## src/rtl/nn_pkg.sv

```systemverilog
// Shared definitions for the fully-connected layer sequencer.
package nn_pkg;

  localparam logic [31:0] FP_ONE = 32'h3F80_0000;

  typedef enum logic [2:0] {
    ST_IDLE,
    ST_STREAM,
    ST_WAIT,
    ST_WRITE,
    ST_DONE
  } state_e;

endpackage

```

## src/rtl/neuron_addr_gen.sv

```systemverilog
// Beat/neuron counters and x/weight/bias read-address generation for one layer pass.
module neuron_addr_gen #(
  parameter int N_IN  = 784,
  parameter int N_OUT = 10,
  parameter int XA_W  = 10,
  parameter int WA_W  = 13,
  parameter int OA_W  = 4
) (
  input  logic            clk,
  input  logic            rst,
  input  logic            clear,
  input  logic            step,
  input  logic            next_neuron,
  output logic [XA_W-1:0] x_addr,
  output logic [WA_W-1:0] w_addr,
  output logic [OA_W-1:0] b_addr,
  output logic            last_beat,
  output logic            last_neuron
);

  localparam int I_W = $clog2(N_IN + 1);

  logic [I_W-1:0]  i_q, i_d;
  logic [WA_W-1:0] w_q, w_d;
  logic [OA_W-1:0] n_q, n_d;

  assign last_beat   = (i_q == I_W'(N_IN));
  assign last_neuron = (n_q == OA_W'(N_OUT - 1));

  always_comb begin
    // NOTE: every variable gets a hold default first so no path leaves it unassigned (no latch).
    i_d = i_q;
    w_d = w_q;
    n_d = n_q;
    if (clear) begin
      i_d = '0;
      w_d = '0;
      n_d = '0;
    end else begin
      // The weight pointer only advances on data beats, so it lands on the next row start.
      if (step) begin
        if (last_beat) begin
          i_d = '0;
        end else begin
          i_d = i_q + 1'b1;
          w_d = w_q + 1'b1;
        end
      end
      if (next_neuron) n_d = n_q + 1'b1;
    end
  end

  always_ff @(posedge clk) begin
    // NOTE: flops use non-blocking assignments so all registers update together at the edge.
    if (rst) begin
      i_q <= '0;
      w_q <= '0;
      n_q <= '0;
    end else begin
      i_q <= i_d;
      w_q <= w_d;
      n_q <= n_d;
    end
  end

  assign x_addr = XA_W'(i_q);
  assign w_addr = w_q;
  assign b_addr = n_q;

endmodule

```

## src/rtl/neuron_seq_ctrl.sv

```systemverilog
// Drives one float32 MAC junction through a fully-connected layer, one neuron at a time.
module neuron_seq_ctrl
  import nn_pkg::*;
#(
  parameter int N_IN  = 784,
  parameter int N_OUT = 10,
  parameter int XA_W  = 10,
  parameter int WA_W  = 13,
  parameter int OA_W  = 4
) (
  input  logic            clk,
  input  logic            rst,
  input  logic            start,
  output logic            busy,
  output logic            done,
  output logic [XA_W-1:0] x_addr,
  input  logic [31:0]     x_rdata,
  output logic [WA_W-1:0] w_addr,
  input  logic [31:0]     w_rdata,
  output logic [OA_W-1:0] b_addr,
  input  logic [31:0]     b_rdata,
  output logic [31:0]     j_x,
  output logic [31:0]     j_weight,
  output logic            j_x_valid,
  output logic            j_w_valid,
  output logic            j_x_last,
  input  logic [31:0]     j_result,
  input  logic            j_result_valid,
  output logic            o_we,
  output logic [OA_W-1:0] o_addr,
  output logic [31:0]     o_data
);

  state_e      state_q, state_d;
  logic        beat_valid_q, beat_valid_d;
  logic        beat_last_q, beat_last_d;
  logic [31:0] o_data_q, o_data_d;
  logic        last_beat, last_neuron;

  neuron_addr_gen #(
    .N_IN (N_IN),
    .N_OUT(N_OUT),
    .XA_W (XA_W),
    .WA_W (WA_W),
    .OA_W (OA_W)
  ) u_addr_gen (
    .clk        (clk),
    .rst        (rst),
    .clear      (state_q == ST_IDLE),
    .step       (state_q == ST_STREAM),
    .next_neuron(state_q == ST_WRITE && !last_neuron),
    .x_addr     (x_addr),
    .w_addr     (w_addr),
    .b_addr     (b_addr),
    .last_beat  (last_beat),
    .last_neuron(last_neuron)
  );

  always_comb begin
    state_d      = state_q;
    o_data_d     = o_data_q;
    beat_valid_d = (state_q == ST_STREAM);
    beat_last_d  = (state_q == ST_STREAM) && last_beat;
    case (state_q)
      ST_IDLE:   if (start) state_d = ST_STREAM;
      ST_STREAM: if (last_beat) state_d = ST_WAIT;
      ST_WAIT: begin
        if (j_result_valid) begin
          o_data_d = j_result;
          state_d  = ST_WRITE;
        end
      end
      ST_WRITE:  state_d = last_neuron ? ST_DONE : ST_STREAM;
      ST_DONE:   state_d = ST_IDLE;
      default:   state_d = ST_IDLE;
    endcase
  end

  always_ff @(posedge clk) begin
    if (rst) begin
      state_q      <= ST_IDLE;
      beat_valid_q <= 1'b0;
      beat_last_q  <= 1'b0;
    end else begin
      state_q      <= state_d;
      beat_valid_q <= beat_valid_d;
      beat_last_q  <= beat_last_d;
    end
  end

  // NOTE: o_data is a pure datapath register qualified by o_we, so it carries no reset.
  always_ff @(posedge clk) begin
    o_data_q <= o_data_d;
  end

  // Strobes are masked by rst so an in-progress layer emits nothing in the reset cycle.
  assign busy      = (state_q == ST_STREAM) || (state_q == ST_WAIT) || (state_q == ST_WRITE);
  assign done      = (state_q == ST_DONE) && !rst;
  assign o_we      = (state_q == ST_WRITE) && !rst;
  assign o_addr    = b_addr;
  assign o_data    = o_data_q;
  assign j_x_valid = beat_valid_q && !rst;
  assign j_w_valid = j_x_valid;
  assign j_x_last  = beat_last_q && !rst;
  assign j_x       = beat_last_q ? FP_ONE : x_rdata;
  assign j_weight  = beat_last_q ? b_rdata : w_rdata;

endmodule

```

## config.mk

```make
export PLATFORM = sky130hd
export DESIGN_NAME = neuron_seq_ctrl
export DESIGN_NICKNAME = d
export VERILOG_FILES = /design/src/rtl/nn_pkg.sv /design/src/rtl/neuron_addr_gen.sv /design/src/rtl/neuron_seq_ctrl.sv
export SDC_FILE = /design/constraint.sdc
export NUM_CORES = 1
export LEC_CHECK = 0
export BUFFER_PORTS_ARGS = -buffer_cell sky130_fd_sc_hd__buf_2
export CORE_AREA = 2 2 101 103
export DETAILED_ROUTE_END_ITERATION = 10
export DIE_AREA = 0 0 103 105
export HOLD_SLACK_MARGIN = 0.08
export PLACE_DENSITY = 0.68
export SLEW_MARGIN = 15
export SYNTH_ARGS = -nofsm -noshare
export SYNTH_HDL_FRONTEND = slang
export SYNTH_SLANG_ARGS = --single-unit
```

## constraint.sdc

```tcl
create_clock -name clk -period 5.53 [get_ports clk]
set_input_delay 0.2765 -clock clk [delete_from_list [all_inputs] [get_ports clk]]
set_output_delay 0.2765 -clock clk [all_outputs]
set_load 0.02 [all_outputs]
```

==> summary.txt <==
Clock Latency Late Sink = 0.34 ns
Iteration-0 DRC Markers = 141
Ys flop type = edfxtp_1
1st-pass router iterations = 4
DRT antenna net count = 0
Final Cycle Share = 41.8%
Startpoint types = flop
Clock Tree Root = clkbuf_8
Max Root-Sink Buffers = 2
Largest fanout on the critical path = 22
Final Critical Period = 2.31 ns
H-tree levels = 3
Multi-input gate area = 0.00144 mm²
Fillers = 939
Post-cts sizing count = 0
Skew final = 0.00840 ns
Clock Pin Slew Worst Setup and Hold Paths = 0.08 ns
Die Area = 0.0108 mm²
Syn Nets = 429
Synth warnings = 0
Vias in the first global route = 2978
WL final = 10700 µm
Largest net degree at the start of global routing = 66
Status = complete, no violations
Total CTS buffers = 9
Hpwl dp = 8540 µm
Synthesized cell area = 0.00318 mm²
Number of synthesized register bits = 64
Fmax = 0.433 GHz
FF+latch area = 0.00160 mm²
Total number of vias = 3221
CP bufs+invs = 0
Setup-failing EPs final = 0
Async S/R FF share, synth = 0%
Max Cap Violations = 0
Max incr delay on CP = 0.60 ns
CTS tree = built
Average routed wire per standard cell = 15.6 µm
Gr usage total = 18.3%
Starting Density = 32.9%
Final layout net count = 684
Yosys cell types = 48
Worst path cell trace = or3b_4, a31o_1, or4_1, a21oi_1
Fin area = 0.00478 mm²
Residual DRC = 0
Slew HR = 49.4%
CTS Hold Bufs = 0
Crit-path slowest cell = or4_1
Number of primary I/O pins = 265
Worst Setup Path Type = flop to flop
Share of cells above drive strength 1 = 59.2%
Seq/Total Area, Yosys = 50.4%
Data required time at the worst endpoint = 5.80 ns
RSZ-0062 raised after global routing = false
Mapped Cells = 292
Area Overhead vs Synth = 50.4%
PortBufs = 264
Leak pwr = 2.16 nW
Placed cell area = 0.00457 mm²
Post-route insts no fill = 687
Critical Path Sink Type = flop
Via density per instance = 4.69
First-pass GRT wire length = 15200 µm
Yosys top cell by area = edfxtp_1
Initial antenna violation count = 3
Ranking of synthesized cells by area = edfxtp_1 (30%), dfxtp_1 (20%), mux2_2 (12%)
Worst Path Arrival = 2.58 ns
FP Rows = 36
Share of the synthesized area in the top cell type = 30.3%
Grt ovf = 0
Die Y = 105 µm
Postcts setup bufs = 0
Worst min-delay path category = primary input to flop
Hold Vio Cnt, Final = 0
Inst Count DP = 669
CTS Sinks = 64
Die Wd = 103 µm
Global placement routability congestion = 0.879
Worst slew pin tran = 0.759 ns
Pins over their slew limit = 0
Post-synth EDFFs = 32
Final TNS setup = 0 ns
Maximum VDD drop = 0.182 mV
PwrDens = 222 mW/mm²
WHS = 0.104 ns
Core area = 0.00964 mm²
Avg Synthesized Cell Area = 10.9 µm²
Top Family by Delay on Critical Path = simple AND/OR/NAND/NOR gates
==> final timing paths <==
check        cells after the start  slack [ns]                    end                  start
max                              4        3.22   u_addr_gen.w_addr[9]             state_q[0]
min                              1        0.10             o_data[19]           j_result[19]
max reg2reg                      4        3.22   u_addr_gen.w_addr[9]             state_q[0]
min reg2reg                      2        0.51  u_addr_gen.w_addr[11]  u_addr_gen.w_addr[11]
==> metal layers <==
layer	global-route usage, %	share of wire (%)	vias to the layer above
met5	0	0.10	-
li1	-	-	1558
met1	20.7	39	1503
met3	5.62	7.4	11
met2	32.4	52	147
met4	5.64	1.2	2
==> flip-flops by register name (all words and copies together) (netlist names) <==
register,cells
beat_valid_q,1
u_addr_gen.b_addr,4
u_addr_gen.w_addr,13
u_addr_gen.x_addr,10
state_q,3
beat_last_q,1
o_data,32
==> cell usage after synthesis, types with 7 or more instances <==
cell      count
mux2_2       33
edfxtp_1     32
or2_2         8
clkbuf_1     11
a21oi_1      13
nor2_1       19
xnor2_1       7
nand2_1      11
nor2b_1      29
o31ai_1       7
dfxtp_1      32
nand3_1      12
==> stage by stage <==
stage | utilization (%) | setup WS [ns] | power [W]
after global placement | 47.4 | 3.36 | 0.000656
after floorplan | - | 1.97 | 0.000586
after detailed placement | 47.4 | 3.26 | 0.000659
final | 49.5 | 3.22 | 0.00106
after CTS | 49.5 | 3.24 | 0.00107
after global routing | 49.5 | 3.07 | 0.00110
==> placed cells by master (no fill, tap or decap), types with 2 or more instances in the layout <==
cell type / n
clkinv_4: 2
inv_6: 2
xor2_1: 5
clkinvlp_4: 2
o21ai_0: 4
inv_1: 5
buf_4: 2
nor2b_1: 29
nor3_1: 5
buf_2: 264
nor2_1: 19
diode_2: 2
clkbuf_8: 9
o31ai_1: 7
nor3b_1: 2
dfxtp_1: 31
nand3_1: 12
mux2_2: 33
or2_2: 8
ha_1: 5
or4_1: 5
nand3b_1: 3
nor4_1: 3
edfxtp_1: 32
nand2_1: 11
or3_1: 3
xnor2_1: 7
a21oi_1: 13
nand4_1: 5
==> cell type report <==
| cell class | count | area share (%) |
|---|---|---|
| flip-flops and latches | 64 | 33.6 |
| diodes | 2 | 0.105 |
| multi-input cells | 201 | 30.2 |
| well taps | 133 | 3.48 |
| repair buffers | 266 | 28.0 |
| clock inverters | 7 | 1.68 |
| inverters | 5 | 0.393 |
| clock buffers | 9 | 2.59 |
==> power breakdown <==
part           total (W)  internal [W]  switching (W)
Clock           0.000413      0.000213       0.000201
Combinational   0.000146     0.0000687      0.0000778
Sequential      0.000501      0.000498     0.00000270
==> worst register-to-register path, delay by kind of cell, from the launching register on <==
| kind | cells | cell delay (ns) |
|---|---|---|
| AOI/OAI and AO/OA | 2 | 0.63 |
| DFF | 1 | 0.52 |
| and+or+nand+nor | 2 | 1.09 |
==> logic make-up after synthesis <==
| kind of cell | share of synthesized area, % |
|---|---|
| AO/OA/AOI/OAI | 6.50 |
| adder cells (fa/ha/maj) | 1.97 |
| multiplexers | 11.7 |
| XOR/XNOR | 3.31 |
| flip-flops | 50.4 |
| AND/OR/NAND/NOR | 21.8 |
| buffers and inverters | 4.29 |
No activity file was read; power rests on OpenSTA's default activity.
